--- config.mk ---
export PLATFORM = sky130hd
export DESIGN_NAME = ps2_key_decoder
export DESIGN_NICKNAME = d
export VERILOG_FILES = /design/src/rtl/ps2_pkg.sv /design/src/rtl/ps2_line_filter.sv /design/src/rtl/ps2_key_decoder.sv
export SDC_FILE = /design/constraint.sdc
export NUM_CORES = 1
export LEC_CHECK = 0
export ABC_AREA = 1
export CAP_MARGIN = 20
export CORE_ASPECT_RATIO = 0.9
export CORE_MARGIN = 5
export CORE_UTILIZATION = 45
export DETAILED_ROUTE_END_ITERATION = 8
export PLACE_DENSITY = 0.65
export SLEW_MARGIN = 20
export SYNTH_ARGS = -nofsm -noshare
export SYNTH_HDL_FRONTEND = slang
export SYNTH_SLANG_ARGS = --single-unit
export TNS_END_PERCENT = 50
--- constraint.sdc ---
create_clock -name clk_sys -period 3.4 [get_ports clk_sys]
set_input_delay 0.34 -clock clk_sys [delete_from_list [all_inputs] [get_ports clk_sys]]
set_output_delay 0.34 -clock clk_sys [all_outputs]
set_load 0.05 [all_outputs]
--- src/rtl/ps2_pkg.sv ---
// Shared types and constants for the PS/2 keyboard decoder: FSM states,
// key-word layout, prefix bytes and the device-response discard list.
package ps2_pkg;

  typedef enum logic [1:0] {
    IDLE   = 2'd0,
    DATA   = 2'd1,
    PARITY = 2'd2,
    STOP   = 2'd3
  } ps2_state_e;

  localparam int unsigned KEY_W       = 11;
  localparam int unsigned KEY_TOGGLE  = 10;
  localparam int unsigned KEY_PRESSED = 9;
  localparam int unsigned KEY_EXT     = 8;
  localparam int unsigned CODE_W      = 8;

  localparam logic [CODE_W-1:0] PFX_EXT   = 8'hE0;
  localparam logic [CODE_W-1:0] PFX_REL   = 8'hF0;
  localparam logic [CODE_W-1:0] PFX_PAUSE = 8'hE1;

  // Bytes that follow E1 in the Pause make/break sequence
  localparam int unsigned PAUSE_SKIP = 7;

  localparam int unsigned N_DISCARD = 7;
  localparam logic [N_DISCARD-1:0][CODE_W-1:0] DISCARD_CODES = {
    8'h00, 8'hAA, 8'hEE, 8'hFA, 8'hFC, 8'hFE, 8'hFF
  };

  function automatic logic is_discard(input logic [CODE_W-1:0] code);
    logic hit;
    hit = 1'b0;
    for (int unsigned i = 0; i < N_DISCARD; i++) begin
      if (code == DISCARD_CODES[i]) hit = 1'b1;
    end
    return hit;
  endfunction

endpackage

--- src/rtl/ps2_line_filter.sv ---
// Two-flop synchronizer plus deglitch filter for one raw PS/2 line.
// The filtered output flips only after FILTER_LEN consecutive opposite samples.
module ps2_line_filter #(
  parameter int unsigned FILTER_LEN = 8
) (
  input  logic clk_sys,
  input  logic reset,
  input  logic line_raw,
  output logic line_filt
);

  localparam int unsigned CNT_W = (FILTER_LEN > 1) ? $clog2(FILTER_LEN) : 1;

  logic [1:0]       sync_q, sync_d;
  logic             filt_q, filt_d;
  logic [CNT_W-1:0] cnt_q, cnt_d;

  always_ff @(posedge clk_sys) begin
    if (reset) begin
      sync_q <= 2'b11;
      filt_q <= 1'b1;
      cnt_q  <= '0;
    end else begin
      sync_q <= sync_d;
      filt_q <= filt_d;
      cnt_q  <= cnt_d;
    end
  end

  // Run length of the level opposite to the current output
  always_comb begin
    sync_d = {sync_q[0], line_raw};
    filt_d = filt_q;
    cnt_d  = '0;
    if (sync_q[1] != filt_q) begin
      if (cnt_q == CNT_W'(FILTER_LEN - 1)) begin
        filt_d = sync_q[1];
      end else begin
        cnt_d = cnt_q + CNT_W'(1);
      end
    end
  end

  assign line_filt = filt_q;

endmodule

--- src/rtl/ps2_key_decoder.sv ---
// PS/2 keyboard receiver: frames bytes off the filtered lines, checks parity,
// stop bit and inter-edge timeout, then folds prefixes into key event words.
module ps2_key_decoder
  import ps2_pkg::*;
#(
  parameter int unsigned FILTER_LEN  = 8,
  parameter int unsigned TIMEOUT_CYC = 24000
) (
  input  logic              clk_sys,
  input  logic              reset,
  input  logic              ps2_clk,
  input  logic              ps2_data,
  output logic [KEY_W-1:0]  ps2_key,
  output logic [CODE_W-1:0] rx_byte,
  output logic              rx_strobe,
  output logic              rx_err
);

  localparam int unsigned TO_W = (TIMEOUT_CYC > 1) ? $clog2(TIMEOUT_CYC) : 1;

  logic clk_f, data_f, fall_c;
  logic frame_ok_c, frame_err_c;

  ps2_state_e        state_q, state_d;
  logic              clk_prev_q, clk_prev_d;
  logic [2:0]        bit_cnt_q, bit_cnt_d;
  logic [CODE_W-1:0] shift_q, shift_d;
  logic              par_q, par_d;
  logic [TO_W-1:0]   to_cnt_q, to_cnt_d;
  logic              ext_q, ext_d;
  logic              rel_q, rel_d;
  logic [2:0]        skip_q, skip_d;
  logic [KEY_W-1:0]  key_q, key_d;
  logic [CODE_W-1:0] rx_byte_q, rx_byte_d;
  logic              rx_strobe_q, rx_strobe_d;
  logic              rx_err_q, rx_err_d;

  ps2_line_filter #(.FILTER_LEN(FILTER_LEN)) u_clk_filt (
    .clk_sys   (clk_sys),
    .reset     (reset),
    .line_raw  (ps2_clk),
    .line_filt (clk_f)
  );

  ps2_line_filter #(.FILTER_LEN(FILTER_LEN)) u_data_filt (
    .clk_sys   (clk_sys),
    .reset     (reset),
    .line_raw  (ps2_data),
    .line_filt (data_f)
  );

  assign fall_c = clk_prev_q & ~clk_f;

  always_ff @(posedge clk_sys) begin
    if (reset) begin
      state_q     <= IDLE;
      clk_prev_q  <= 1'b1;
      bit_cnt_q   <= '0;
      shift_q     <= '0;
      par_q       <= 1'b0;
      to_cnt_q    <= '0;
      ext_q       <= 1'b0;
      rel_q       <= 1'b0;
      skip_q      <= '0;
      key_q       <= '0;
      rx_byte_q   <= '0;
      rx_strobe_q <= 1'b0;
      rx_err_q    <= 1'b0;
    end else begin
      state_q     <= state_d;
      clk_prev_q  <= clk_prev_d;
      bit_cnt_q   <= bit_cnt_d;
      shift_q     <= shift_d;
      par_q       <= par_d;
      to_cnt_q    <= to_cnt_d;
      ext_q       <= ext_d;
      rel_q       <= rel_d;
      skip_q      <= skip_d;
      key_q       <= key_d;
      rx_byte_q   <= rx_byte_d;
      rx_strobe_q <= rx_strobe_d;
      rx_err_q    <= rx_err_d;
    end
  end

  // Frame FSM and inter-edge timeout
  always_comb begin
    state_d     = state_q;
    clk_prev_d  = clk_f;
    bit_cnt_d   = bit_cnt_q;
    shift_d     = shift_q;
    par_d       = par_q;
    to_cnt_d    = to_cnt_q;
    frame_ok_c  = 1'b0;
    frame_err_c = 1'b0;

    case (state_q)
      IDLE: begin
        to_cnt_d = '0;
        if (fall_c && !data_f) begin
          state_d   = DATA;
          bit_cnt_d = '0;
        end
      end
      DATA: begin
        if (fall_c) begin
          shift_d   = {data_f, shift_q[CODE_W-1:1]};
          bit_cnt_d = bit_cnt_q + 3'd1;
          if (bit_cnt_q == 3'd7) state_d = PARITY;
        end
      end
      PARITY: begin
        if (fall_c) begin
          par_d   = data_f;
          state_d = STOP;
        end
      end
      STOP: begin
        if (fall_c) begin
          state_d = IDLE;
          if ((^{shift_q, par_q}) && data_f) frame_ok_c  = 1'b1;
          else                               frame_err_c = 1'b1;
        end
      end
      default: state_d = IDLE;
    endcase

    if (state_q != IDLE) begin
      if (fall_c) begin
        to_cnt_d = '0;
      end else if (to_cnt_q == TO_W'(TIMEOUT_CYC - 1)) begin
        to_cnt_d    = '0;
        state_d     = IDLE;
        frame_err_c = 1'b1;
      end else begin
        to_cnt_d = to_cnt_q + TO_W'(1);
      end
    end
  end

  // Byte classification: errors flush all prefix state
  always_comb begin
    ext_d       = ext_q;
    rel_d       = rel_q;
    skip_d      = skip_q;
    key_d       = key_q;
    rx_byte_d   = rx_byte_q;
    rx_strobe_d = 1'b0;
    rx_err_d    = 1'b0;

    if (frame_err_c) begin
      rx_err_d = 1'b1;
      ext_d    = 1'b0;
      rel_d    = 1'b0;
      skip_d   = '0;
    end else if (frame_ok_c) begin
      rx_strobe_d = 1'b1;
      rx_byte_d   = shift_q;
      if (skip_q != 3'd0) begin
        skip_d = skip_q - 3'd1;
      end else if (shift_q == PFX_EXT) begin
        ext_d = 1'b1;
      end else if (shift_q == PFX_REL) begin
        rel_d = 1'b1;
      end else if (shift_q == PFX_PAUSE) begin
        skip_d = 3'(PAUSE_SKIP);
      end else if (!ext_q && !rel_q && is_discard(shift_q)) begin
        skip_d = skip_q;
      end else begin
        key_d[KEY_TOGGLE]    = ~key_q[KEY_TOGGLE];
        key_d[KEY_PRESSED]   = ~rel_q;
        key_d[KEY_EXT]       = ext_q;
        key_d[CODE_W-1:0]    = shift_q;
        ext_d                = 1'b0;
        rel_d                = 1'b0;
      end
    end
  end

  assign ps2_key   = key_q;
  assign rx_byte   = rx_byte_q;
  assign rx_strobe = rx_strobe_q;
  assign rx_err    = rx_err_q;

endmodule

; ---- After elaboration in Yosys (flattened, before gate mapping)
; Index checks and enable logic that the tools add are counted.
[totals]
word_cells = 140
latchBits = 0
romBits = 0
ff_bits = 68
ramBits = 0
inputBits = 4
mem_count = 0
[classes]
n_eq_ne = 27
n_addsub = 5
n_shift = 0
n_div = 0
n_mux = 49
order_cmp = 0
mul = 0
n_reduce_logical = 28
bitwise_logic = 12
[ops]
columns = op, n
row1 = $eq 8x8->1 const B, 9
row2 = $mux 15, 4
row3 = $mux 1, 29
row4 = $mux 3, 6
row5 = $ne 2x2->1 const B, 9
row6 = $mux 2, 8
row7 = $add 15x1->15 const B, 1
row8 = $eq 15x15->1 const B, 1
row9 = $not 1->1, 11
row10 = $reduce_and 2->1, 5
row11 = $reduce_and 5->1, 2
row12 = $add 3x1->3 const B, 3
row13 = $eq 3x3->1 const B, 3
row14 = $reduce_xor 9->1, 1
row15 = $logic_not 8->1, 1
row16 = $pmux 2 s4, 1
row17 = $reduce_bool 2->1, 4
row18 = $reduce_and 7->1, 1
row19 = $pmux 3 s2, 1
row20 = $reduce_or 3->1, 2
row21 = $eq 2x2->1 const B, 2
row22 = $logic_and 1x1->1, 4
row23 = $reduce_and 4->1, 1
row24 = $logic_not 1->1, 3
row25 = other kinds (8), 9

; ---- Longest topological paths before layout
; Gate-level depths: netlist of run 1.
[logic_depth]
depth_word = 19
depth_mapped = 14
ltp_nobuf = 14

; ---- Cells and area by module
; A second synthesis of run 1 with hierarchy kept.
[hier_totals]
hier_cells = 447
area_unflattened_um2 = 3129.3
[modules_own_cells]
columns = mod, area_each_um2, n_inst, cells_per_inst
row1 = ps2_key_decoder, 2693.8, 1, 401
row2 = ps2_line_filter, 217.7, 2, 23

; ---- Worst setup path after synthesis of run 1
; Ideal clock, no wire load.
[synth_timing]
kind = register to register
from = register to_cnt_q[0]
to = register to_cnt_q[12]
slack_ps = 1728
path_stages_with_launch = 10
path_buffers = 0
setup_time_ps = 123
arrival_time_ps = 1549
cell_sequence = dfxtp_1 ha_1 nand3_1 nor3b_2 nand3_1 inv_1 nand3_1 or2_0 nor2_1 nor3b_2
[synth_between]
elab_chain_cells = 4
[synth_rtl]
columns = item, line_no
row1 = start: declaration, ps2_key_decoder.sv:29  ; logic [TO_W-1:0] to_cnt_q, to_cnt_d;
row2 = start signal: assignment, ps2_key_decoder.sv:75  ; to_cnt_q <= to_cnt_d;
row3 = $add 15x1->15 / $eq 15x15->1 (equally long branches), "ps2_key_decoder.sv:136, ps2_key_decoder.sv:131"
row4 = $mux 15 (*), ps2_key_decoder.sv:131  ; end else if (to_cnt_q == TO_W'(TIMEOUT_CYC - 1)) begin
row5 = $mux 15 (*), ps2_key_decoder.sv:129  ; if (fall_c) begin
row6 = $mux 15 (*), ps2_key_decoder.sv:128  ; if (state_q != IDLE) begin
; Mark *: on every way between the ends. The rest lies on a longest branch, timed or not.
; A chain may end at the register's enable or synchronous reset.

; ---- Worst setup path after layout of run 1
[layout_timing]
from = register shift_q[0]
to = register skip_q[2]
[layout_between]
elab_chain_cells = 9
[layout_rtl]
columns = item, line_no
row1 = start: declaration, ps2_key_decoder.sv:27  ; logic [CODE_W-1:0] shift_q, shift_d;
row2 = start signal: assignment, ps2_key_decoder.sv:73  ; shift_q <= shift_d;
row3 = $reduce_xor 9->1, ps2_key_decoder.sv:121  ; if ((^{shift_q, par_q}) && data_f) frame_ok_c = 1'b1;
row4 = $logic_and 1x1->1, ps2_key_decoder.sv:121
row5 = $mux 1, ps2_key_decoder.sv:121
row6 = $mux 1, ps2_key_decoder.sv:119  ; if (fall_c) begin
row7 = $mux 1, ps2_key_decoder.sv:97  ; case (state_q)
row8 = $mux 1, ps2_key_decoder.sv:131
row9 = $mux 1, ps2_key_decoder.sv:129
row10 = $mux 1, ps2_key_decoder.sv:128
row11 = $reduce_or 2->1 (no line), --
row12 = end signal: assignment, ps2_key_decoder.sv:78  ; skip_q <= skip_d;
row13 = end: declaration, ps2_key_decoder.sv:32  ; logic [2:0] skip_q, skip_d;
; Parallel ways exist; a longest one is shown, timed or not.

==> impl_metrics.ini, run 1 <==
[run_status]
status = finished clean

[route]
route.antenna.remaining_nets = 0
drc = 0
wl_per_cell_um = 11.6
via_count = 2525
drtPass1Iterations = 4
drtIter0Drc = 92
wirelength_um = 6020
via_per_inst = 4.85

[cts]
cts_repair_resize_count = 0
cts_root_buf = clkbuf_8
clk_pin_slew_ps = 80
cts.sinks = 68
clock_latency_ps = 350
cts_made_buffers = 9
cts_setup_buffers = 0
cts_tree = done
holdBufCountCts = 0
htree_num_levels = 3
cts_buffer_depth = 2

[pwr]
pwr-share-comb_pct = 1.4
powerDensity_nw_per_um2 = 398
peakVddDrop_mv = 0.289
intPower_mw = 1.09
sw_frac_of_total_pct = 22.9
leakage_nw = 1.40
p_clk_share_pct = 42.1
switching_power_mw = 0.324
seqPwrFrac_pct = 56.5

[yosys]
synth_edf_count = 0
synth.most_common_cell = nand2_1
syn_area_per_cell_sq_um = 7.72
synthTopCellsByCount = nand2_1, dfxtp_1, nor2_1
synth_warnings = 0
synthDistinctLibCells = 41
ys_ff_latch = 68
synthArstFlopShare_pct = 0
netlist_area_sq_um = 3090
synth_top_cell_by_area = dfxtp_1
netlist.area_leader.share_pct = 44.0
synth.yosys.seq_area_share_pct = 44.0
synth_flop_cell = dfxtp_1
syn_inst = 401
synth.area.top_cells = dfxtp_1, nand2_1, nor2_1
synth_nets = 414

[layout]
drive_gt1_share_pct = 12.1
diodes = 0
area_delta_synth_final_pct = 15.1
nets = 439
fillCellCount = 628
final_util_pct = 53.8
regArea_sq_um = 1360
multi_input_area_sq_um = 1480
layout.cells.non_filler = 521

[floorplanning]
initial_core_util_pct = 46.7
die_area_sq_um = 8640
rows = 28
die_h_um = 88.7
io_pins = 25
coreArea_sq_um = 6620
die_w_um = 97.4

[setup_path]
cpMostUsedCell = nand2_1
rr_worst_depth = 12
r2r_start = shift_q[0]
crit_slowest_cell = dfxtp_1
cp.arrival_ps = 2280
slowest_delay_ps = 460
timing.rr.end = skip_q[2]
cp-end-kind = register
cp_cell_sequence = inv_2 -> nand2_1 -> nand2_1 -> nand2_1 -> nand2_1 -> nand2_1 -> nand2_2 -> nand2_4 -> nand4_4 -> nor2_1 -> nand2_1 -> a21oi_1
worst-path-buf-inv = 1
crit_required_ps = 3690
critPathMaxFanout = 22
reg2reg_slack_ps = 1410
critPathTopFamily = simple AND/OR/NAND/NOR gates
critPathLaunchType = register
path_class = register to register

[timing]
min_period_ps = 1990
relSlewSlack_pct = 34.9
setup_ws_ps = 1410
setup_viol = 0
skew_ps = 9.54
rsz0062_at_grt = no
fin_tns_setup_ps = 0
maxSlewViolCount = 0
worst_pin_slew_ps = 973
fmax_mhz = 502
finalHoldViolCount = 0
fin_crit_sh_pct = 58.6

[place]
pre_cts_slack_ps = 1190
dp.cells = 505
portBuffers = 24
gp_congestion = 0.869
dpl.hpwl_um = 4330

[global_routing]
grt_use_total_pct = 15.5
grt_pass1_wl_um = 10800
grt_pass1_vias = 2463
grt-ovfl-total = 0
grt_max_degree = 23
antenna_found_initial = 0

[min_path]
min-delay-start = u_clk_filt.sync_q[0]
whs_path_depth = 1
hp-class = register to register
min_to = u_clk_filt.sync_q[1]

[run]
cap_viol_max_count = 0
## routing by layer
| layer | routed length [um] | global-route usage [%] |
|---|---|---|
| met1 | 2790 | 18.0 |
| met2 | 2920 | 26.9 |
| met3 | 234 | 5.59 |
| met4 | 74 | 5.41 |
| met5 | 0 | 0 |
## how the worst max path moves through the flow
stage | cells past startpoint | start | slack, ps | to
floorplan | 9 | to_cnt_q[0] | 1730 | to_cnt_q[12]
global placement | 6 | reset | 1230 | skip_q[2]
detailed placement | 6 | reset | 1190 | rel_q
CTS | 10 | u_clk_filt.line_filt | 1390 | skip_q[1]
global route | 10 | u_clk_filt.line_filt | 1130 | skip_q[1]
finish | 12 | shift_q[0] | 1410 | skip_q[2]
## stage by stage
| step | hold WS, ps | total power [mW] | area (sq um) |
|---|---|---|---|
| CTS | 417 | 1.44 | 3560 |
| global placement | 392 | 0.839 | 3380 |
| finish | 415 | 1.42 | 3560 |
| global route | 427 | 1.48 | 3560 |
| floorplan | 389 | 0.831 | 3090 |
| detailed placement | 399 | 0.839 | 3380 |
## flip-flops by register name, indices dropped and copies added, names as in the netlist
name                   cells
clk_prev_q                 1
rx_err                     1
ps2_key                   11
rx_byte                    8
u_data_filt.sync_q         2
to_cnt_q                  15
u_clk_filt.cnt_q           3
rel_q                      1
skip_q                     3
u_data_filt.cnt_q          3
shift_q                    8
u_clk_filt.line_filt       1
ext_q                      1
par_q                      1
u_data_filt.line_filt      1
rx_strobe                  1
state_q                    2
u_clk_filt.sync_q          2
bit_cnt_q                  3
## worst register-to-register path: cells and delay by family (launching register included)
kind | cells | cell delay (ps)
buffers and inverters | 1 | 60
DFF | 1 | 460
AOI/OAI and AO/OA | 1 | 140
and+or+nand+nor | 10 | 1280
## logic make-up (layout without fill, tap and decap cells)
kind of cell	Yosys count	in the layout	synth area share, %
AO/OA/AOI/OAI	69	69	12.7
adder cells (fa/ha/maj)	9	9	3.64
AND/OR/NAND/NOR	190	190	29.4
buffers and inverters	58	88	8.05
XOR/XNOR	7	7	2.22
flip-flops	68	68	44.0
## area by class of cell
class                   instances  area share (%)
multi-input cells             275            41.7
flip-flops and latches         68            38.2
repair buffers                 25            6.96
inverters                      47            4.95
clock buffers                  11            3.97
well taps                      90            3.16
clock inverters                 5            1.05
## cell usage in the layout (no fill, tap or decap), types with 2 or more instances in the layout
cell type / n
a21oi_1: 31
a31oi_1: 2
and3_1: 2
clkbuf_8: 10
clkdlybuf4s50_1: 24
clkinv_4: 2
clkinvlp_4: 2
dfxtp_1: 68
ha_1: 9
inv_1: 38
inv_2: 9
nand2_1: 76
nand2_2: 3
nand3_1: 16
nand3_4: 2
nand4_1: 2
nor2_1: 53
nor2_2: 3
nor2_4: 3
nor3_1: 15
nor3b_2: 2
o211ai_1: 2
o21ai_0: 20
o21ai_1: 3
o21bai_1: 6
o21bai_2: 3
or2_2: 5
xnor2_1: 2
xor2_1: 4
## power groups by stage
stage | clock [mW] | combinational, mW | sequential [mW]
2_1_floorplan | 0 | 0.0131 | 0.818
3_3_place_gp | 0 | 0.0202 | 0.818
3_5_place_dp | 0 | 0.0205 | 0.819
4_1_cts | 0.615 | 0.0205 | 0.800
5_1_grt | 0.656 | 0.0229 | 0.800
6_report | 0.596 | 0.0202 | 0.800
Power figures use the tool's default switching activity.
==> inputs of run 2 (changes only) <==
--- a/config.mk
+++ b/config.mk
@@ -11,7 +11,7 @@
 export CORE_MARGIN = 5
 export CORE_UTILIZATION = 45
 export DETAILED_ROUTE_END_ITERATION = 8
-export PLACE_DENSITY = 0.65
+export PLACE_DENSITY = 0.68
 export SLEW_MARGIN = 20
 export SYNTH_ARGS = -nofsm -noshare
 export SYNTH_HDL_FRONTEND = slang
==> constraint.sdc (replaced) <==
create_clock -name clk_sys -period 1.7 [get_ports clk_sys]
set_input_delay 0.17 -clock clk_sys [delete_from_list [all_inputs] [get_ports clk_sys]]
set_output_delay 0.17 -clock clk_sys [all_outputs]
set_load 0.05 [all_outputs]
==> impl_metrics.ini, run 2 (synthesis gave the netlist of run 1 again) <==
[timing]
setup_viol = 7
worst_pin_slew_ps = 512
min_period_ps = 1750
maxSlewViolCount = 0
fmax_mhz = 572
relSlewSlack_pct = 65.8
setup_ws_ps = -47.8
fin_crit_sh_pct = 103
skew_ps = 9.22
fin_tns_setup_ps = -154
finalHoldViolCount = 0
whs_ps = 371
rsz0062_at_grt = yes

[route]
route.antenna.remaining_nets = 0
drc = 0
wl_per_cell_um = 11.8
drtIter0Drc = 68
drtPass1Iterations = 4
wirelength_um = 6630
via_count = 2701
via_per_inst = 4.81

[floorplanning]
coreArea_sq_um = 6620
die_area_sq_um = 8640
initial_core_util_pct = 46.7
die_h_um = 88.7
io_pins = 25
rows = 28
die_w_um = 97.4

[place]
portBuffers = 24
dp.cells = 539
pre_cts_slack_ps = -25.5
dpl.hpwl_um = 4600
gp_congestion = 0.855

[setup_path]
crit_required_ps = 1950
slowest_delay_ps = 380
crit_slowest_cell = dfxtp_4
critPathMaxFanout = 7
critPathLaunchType = register
cp_cell_sequence = inv_2 -> nor2_4 -> nand2_1 -> nor3_2 -> or2_4 -> nor2_4 -> nand3_4 -> clkbuf_16 -> nor3_1 -> nor2_1
cp.arrival_ps = 2000
path_class = register to register
cp-end-kind = register
cpMostUsedCell = nor2_4

[layout]
final_util_pct = 63.5
largest_register = to_cnt_q
regArea_sq_um = 1380
fillCellCount = 540
drive_gt1_share_pct = 30.8
largest_register_ffs = 15
layout.cells.non_filler = 561
area_delta_synth_final_pct = 35.9
nets = 479
layout_commonest_cell = nand2_1
diodes = 0
multi_input_area_sq_um = 1680
mostFrequentLayoutCells = nand2_1, dfxtp_1, nor2_1, inv_1, buf_4

[cts]
clk_pin_slew_ps = 80
cts_root_buf = clkbuf_8
cts_made_buffers = 9
holdBufCountCts = 0
clock_latency_ps = 350
cts.sinks = 68
htree_num_levels = 3
cts_tree = done
cts_buffer_depth = 2

[global_routing]
grt_pass1_vias = 2478
grt_max_degree = 21
grt_use_total_pct = 15.8
grt_pass1_wl_um = 11000
grt-ovfl-total = 0
antenna_found_initial = 0

[pwr]
peakVddDrop_mv = 0.629
seqPwrFrac_pct = 52.6
powerDensity_nw_per_um2 = 721
intPower_mw = 2.37
switching_power_mw = 0.658
pwr-share-comb_pct = 1.6
sw_frac_of_total_pct = 21.7
leakage_nw = 1.90
p_clk_share_pct = 45.8

[run_status]
status = complete, but fails checks
violations = setup timing

[min_path]
hp-class = input port to register

[run]
cap_viol_max_count = 0
==> run 2: worst paths after layout <==
path / startpoint / depth (start not counted) / slack [ps] / end
worst max-delay path: shift_q[7] / 10 / -50 / ps2_key[2]
worst min-delay path: ps2_data / 2 / 370 / u_data_filt.sync_q[0]
worst max register to register: shift_q[7] / 10 / -50 / ps2_key[2]
worst min register to register: u_data_filt.sync_q[0] / 1 / 410 / u_data_filt.sync_q[1]
==> run 2: area by class of cell <==
type	count	area share, %
Timing Repair Buffer	65	15.2
Multi-Input combinational cell	275	40.0
Tap cell	90	2.68
Sequential cell	68	32.9
Clock buffer	11	3.60
Clock inverter	5	1.43
Inverter	47	4.20
==> run 2: worst max-delay path: cells and delay by family (launching register included) <==
family	cells	cell delay [ps]
flip-flops	1	380
AND/OR/NAND/NOR	8	920
buffers and inverters	2	350
==> run 2: layer usage <==
| metal | track usage, % | wire length (um) | up-vias |
|---|---|---|---|
| met1 | 19.4 | 3100 | 1227 |
| met3 | 4.10 | 226 | 13 |
| met2 | 25.7 | 3140 | 34 |
| met4 | 8.30 | 165 | 0 |
| met5 | 0 | 0 | - |
| li1 | - | - | 1427 |
==> run 2: power by group through the flow <==
stage	combinational, mW	clock, mW	sequential [mW]
final	0.0485	1.39	1.60
after global routing	0.0542	1.50	1.59
after CTS	0.0479	1.43	1.60
after detailed placement	0.0477	0	1.64
after global placement	0.0467	0	1.64
after floorplan	0.0261	0	1.64
==> run 2: metrics by stage <==
stage / cell area [sq um] / total power [mW]
2_1_floorplan: 3090 / 1.66
3_3_place_gp: 3660 / 1.68
3_5_place_dp: 3660 / 1.68
4_1_cts: 3900 / 3.08
5_1_grt: 4200 / 3.15
6_report: 4200 / 3.03
==> run 2: timing repair <==
action / 4_1_cts / 5_1_grt
buffers inserted: 2 / 4
resized for setup: 6 / 82
endpoints found under the setup margin: 16 / 36
pin swaps: 1 / 28
gates cloned: 0 / 1
==> RTL edit 1: new RTL, settings of run 1 <==
Change the package constant `CODE_W` from 8 to 9.
--- a/src/rtl/ps2_pkg.sv
+++ b/src/rtl/ps2_pkg.sv
@@ -15,3 +15,3 @@
   localparam int unsigned KEY_EXT     = 8;
-  localparam int unsigned CODE_W      = 8;
+  localparam int unsigned CODE_W      = 9;
 
Interface: changed (resized rx_byte); port bits go from 25 to 26. The function was not compared with the original's and may differ.
==> RTL edit 1 against run 1 <==
- sequential cell count increased by 2
- sequential power rose by 2.9%
- worst setup slack got worse by 0.079 ns
- wire length up 1.1%
- total power grew 5.4%
- area after synthesis increased by 1.8%
- final area grew 2.6%
==> RTL edit 1: results (changes against run 1) <==
{| class="wikitable"
! Metric !! Value
|-
| Count of buffers inserted at the top-level ports || 25 (+4.2%)
|-
| Register area share after synthesis || 0.445 (+0.00485)
|-
| Global-route wire length before repair || 10.7 mm (-0.58%)
|-
| R2r setup slk || 1.33 ns (-0.08 ns)
|-
| Global Route met3 Usage || 0.0460 (-0.00993)
|-
| Synth Area in Compound Gates || 0.119 (-0.00823)
|-
| Pre-antenna DRT Iters || 5 (+1)
|-
| Number of nets at the end of the flow || 460 (+4.8%)
|-
| Worst-case clock skew || 0.00697 ns (-0.00257 ns)
|-
| Critical Path Fanout Max || 11 (-50%)
|-
| Slowest-stage cell, CP || sky130_fd_sc_hd__nor2_2
|-
| Pin count of the biggest net entering global routing || 31 (+35%)
|-
| Status || finished, final reports clean
|-
| Total Routed Length || 6.09 mm (+1.1%)
|-
| Top post-synthesis cells by area || sky130_fd_sc_hd__dfxtp_1 (44%), sky130_fd_sc_hd__nand2_1 (8.9%), sky130_fd_sc_hd__nor2_1 (6.9%)
|-
| Static power due to leakage || 1.49 nW (+6.6%)
|-
| Net count of the mapped netlist || 433 (+4.6%)
|-
| Met1 track demand over resource || 0.180 (-0.000243)
|-
| Final GP Congestion || 0.902 (+3.8%)
|-
| Number of flip-flops in the largest register || 15 (unchanged)
|-
| Peak supply drop || 0.251 mV (-13%)
|-
| Worst hold slack across all endpoints || 0.415 ns (+0.0000570 ns)
|-
| Cells after DPL || 529 (+4.8%)
|-
| Class of the tightest hold or removal check || reg -> reg
|-
| Fraction of synthesized cell area in xor and xnor cells || 0.00834 (-0.0139)
|-
| Met1 wire length || 2.97 mm (+6.3%)
|-
| Via-to-Cell Ratio || 4.95 (+2.1%)
|-
| Post-synthesis share of cell area spent on full adders, half adders and majority gates || 0.0357 (-0.000650)
|-
| End of the worst register-to-register path || rx_byte[5]
|-
| FF-to-FF Start || shift_q[4]
|-
| Avg Synthesized Cell Area || 7.50 µm² (-2.8%)
|-
| Number of fill cells in the layout || 689 (+9.7%)
|-
| Crit-path max cell delay || 0.40 ns (-0.06 ns)
|-
| Detailed router's first-iteration violation count || 101 (+9.8%)
|-
| Vias in the first global route || 2448 (-0.61%)
|-
| Clock latency at the later pin of the worst-skew pair || 0.35 ns (about the same)
|-
| Worst Reg-to-Reg Cells || 11 (-1)
|-
| Global-route met2 utilization || 0.254 (-0.0154)
|-
| Top cells by instance count after synthesis || sky130_fd_sc_hd__nand2_1 (75), sky130_fd_sc_hd__dfxtp_1 (70), sky130_fd_sc_hd__nor2_1 (58)
|-
| Syn. warnings || 0 (unchanged)
|-
| Routed wl met2 || 2.66 mm (-9.0%)
|-
| Post-DP HPWL || 4.37 mm (+0.94%)
|-
| Synth unique cells || 36 (-12%)
|-
| Met3 Wirelength || 393 µm (+68%)
|-
| Fraction of final layout cells sized beyond drive strength 1 || 0.113 (-0.00782)
|-
| Slew of the pin with the lowest slew margin || 0.887 ns (-0.0857 ns)
|-
| Via count || 2696 (+6.8%)
|}
==> RTL edit 1: stage by stage <==
step / instance area [µm²] / setup WS, ns
4_1_cts: 3650 / 1.37
3_5_place_dp: 3460 / 1.15
5_1_grt: 3650 / 1.11
2_1_floorplan: 3150 / 1.86
6_report: 3650 / 1.33
3_3_place_gp: 3460 / 1.22
==> RTL edit 1: layout make-up <==
class / count / area [µm²] / share of cell area
multi-input cells: 293 / 1510 / 0.412
well taps: 93 / 116 / 0.0318
flip-flops and latches: 70 / 1400 / 0.384
clock buffers: 9 / 124 / 0.0339
inverters: 47 / 183 / 0.0500
repair buffers: 26 / 258 / 0.0705
clock inverters: 7 / 65.1 / 0.0178
==> RTL edit 1: worst max-delay path by stage <==
stage / depth (start not counted) / start / to
after floorplan: 9 / to_cnt_q[0] / to_cnt_q[12]
after global placement: 4 / reset / rx_byte[8]
after detailed placement: 4 / reset / rx_byte[5]
after CTS: 11 / shift_q[4] / rx_byte[5]
after global routing: 11 / shift_q[4] / rx_byte[1]
final: 11 / shift_q[4] / rx_byte[5]
==> RTL edit 1: cells by family (layout without fill, tap and decap cells) <==
| kind of cell | count (synthesis) | count (layout) |
|---|---|---|
| AOI/OAI and AO/OA | 70 | 70 |
| xor gates and xnor gates | 3 | 3 |
| adders and majority gates | 9 | 9 |
| buffers and inverters | 57 | 89 |
| DFF | 70 | 70 |
| and+or+nand+nor | 211 | 211 |
==> RTL edit 1: power by group <==
group          switching (mW)  internal (mW)
Clock                   0.313          0.333
Combinational          0.0139        0.00931
Sequential            0.00129          0.822
==> RTL edit 2: new RTL, flow settings as in run 1 <==
Made on the original files. Take the reset off `shift_q`, `key_q` and `rx_byte_q` and load them in a clocked block of their own.
--- a/src/rtl/ps2_key_decoder.sv
+++ b/src/rtl/ps2_key_decoder.sv
@@ -58,3 +58,2 @@
       bit_cnt_q   <= '0;
-      shift_q     <= '0;
       par_q       <= 1'b0;
@@ -64,4 +63,2 @@
       skip_q      <= '0;
-      key_q       <= '0;
-      rx_byte_q   <= '0;
       rx_strobe_q <= 1'b0;
@@ -72,3 +69,2 @@
       bit_cnt_q   <= bit_cnt_d;
-      shift_q     <= shift_d;
       par_q       <= par_d;
@@ -78,4 +74,2 @@
       skip_q      <= skip_d;
-      key_q       <= key_d;
-      rx_byte_q   <= rx_byte_d;
       rx_strobe_q <= rx_strobe_d;
@@ -83,2 +77,8 @@
     end
+  end
+
+  always_ff @(posedge clk_sys) begin
+    shift_q   <= shift_d;
+    key_q     <= key_d;
+    rx_byte_q <= rx_byte_d;
   end
Function: same outputs for any inputs over 10 cycles, from zero or initial values and one cycle with reset high; that may be too few to reach the edited logic, so the function may still have changed.
==> RTL edit 2 against run 1 <==
- synthesized cell count down 19%
- sequential share of layout area rose by 8.6 points
- global-route usage is 1.3 points lower
- wire length down 16%
- area after synthesis is 4.6% lower
- final area down 2.2%
- sequential cell count did not move
- total power up 2.6%
- combinational power down 23%
- worst setup slack got worse by 0.23 ns
- hold slack worse by 0.0047 ns
==> RTL edit 2: results (changes against run 1) <==
{| class="wikitable"
! Metric !! Value
|-
| Final GP Congestion || 0.866 (-0.39%)
|-
| Worst hold slack across all endpoints || 0.411 ns (-0.00472 ns)
|-
| Post-synthesis instance total || 326 (-19%)
|-
| Smallest setup slack after layout || 1.18 ns (-0.231 ns)
|-
| Vias in the first global route || 1997 (-19%)
|-
| Critical Path Fanout Max || 13 (-41%)
|-
| Synth unique cells || 31 (-24%)
|-
| Slew of the pin with the lowest slew margin || 0.856 ns (-0.117 ns)
|-
| Pin count of the biggest net entering global routing || 14 (-39%)
|-
| Number of nets at the end of the flow || 373 (-15%)
|-
| Routed wl met2 || 2.27 mm (-22%)
|-
| Slowest-stage cell, CP || sky130_fd_sc_hd__edfxtp_1
|-
| Top post-synthesis cells by area || sky130_fd_sc_hd__dfxtp_1 (28%), sky130_fd_sc_hd__edfxtp_1 (27%), sky130_fd_sc_hd__nand2_1 (7.5%)
|-
| Detailed router's first-iteration violation count || 79 (-14%)
|-
| Antenna violations before repair || 0 (unchanged)
|-
| Placed standard-cell area || 3300 µm² (-2.3%)
|-
| Average wire per cell in the routed design || 11.1 µm (-3.6%)
|-
| Top cells by instance count after synthesis || sky130_fd_sc_hd__nand2_1 (59), sky130_fd_sc_hd__nor2_1 (44), sky130_fd_sc_hd__inv_1 (43)
|-
| Fraction of synthesized cell area in xor and xnor cells || 0.0148 (-0.00741)
|-
| Worst-case clock skew || 0.00894 ns (-0.000602 ns)
|-
| FF-to-FF Start || shift_q[0]
|-
| Number of enable-type register cells in the synthesized netlist || 27 (+27)
|-
| Class of the tightest hold or removal check || reg -> reg
|-
| Critical Path End || ps2_key[5]
|-
| Fraction of final layout cells sized beyond drive strength 1 || 0.129 (+0.00812)
|-
| Diodes inserted || 0 (unchanged)
|-
| Count of hold buffers inserted by post-cts repair || 0 (unchanged)
|-
| Non-Filler Instances || 455 (-13%)
|-
| Peak supply drop || 0.300 mV (+3.5%)
|-
| Post-synthesis share of cell area spent on full adders, half adders and majority gates || 0.0381 (+0.00174)
|-
| Overall routing resource usage || 0.143 (-0.0128)
|-
| Cells after DPL || 439 (-13%)
|-
| Global-route wire length before repair || 8.97 mm (-17%)
|-
| Post-DP HPWL || 3.78 mm (-13%)
|-
| Met1 wire length || 2.43 mm (-13%)
|-
| Data arrival, critical path || 2.22 ns (-0.06 ns)
|-
| Via-to-Cell Ratio || 4.71 (-2.9%)
|-
| Crit-path max cell delay || 0.53 ns (+0.07 ns)
|-
| Net count of the mapped netlist || 339 (-18%)
|-
| Synth Area in Compound Gates || 0.0686 (-0.0587)
|-
| Number of flip-flops in the largest register || 15 (unchanged)
|-
| Cells resized by post-CTS repair || 0 (unchanged)
|-
| Register area share after synthesis || 0.553 (+0.113)
|-
| Status || finished, final reports clean
|-
| Worst Reg-to-Reg Cells || 11 (-1)
|-
| Static power due to leakage || 1.43 nW (+2.5%)
|-
| Met3 Wirelength || 304 µm (+30%)
|}
## RTL edit 2: cell count changes after synthesis, sizes merged, moves of 6 or more
| cell | delta |
|---|---|
| edfxtp | +27 |
| dfxtp | -27 |
| o21ai | -10 |
| a21oi | -9 |
| o21bai | -9 |
| buf | -6 |
| nor3 | -9 |
| nor2 | -9 |
| nand2 | -16 |
| nand3 | +6 |
## RTL edit 2: power by group
| part | switching (mW) | internal, mW |
|---|---|---|
| Sequential | 0.00121 | 0.843 |
| Combinational | 0.00820 | 0.00739 |
| Clock | 0.290 | 0.303 |
## RTL edit 2: cell type report
type | count | area [µm²]
multi-input combinational | 208 | 1130
timing repair buffer | 25 | 248
clock buffer | 11 | 153
clock inverter | 5 | 26.3
tap | 90 | 113
sequential | 68 | 1630
fill | 621 | 3000
inverter | 48 | 180
## RTL edit 2: metal layers
metal / GRT usage / up-vias
met2: 0.217 / 50
li1: - / 1124
met4: 0.0698 / 0
met1: 0.181 / 961
met3: 0.0493 / 6
met5: 0 / -
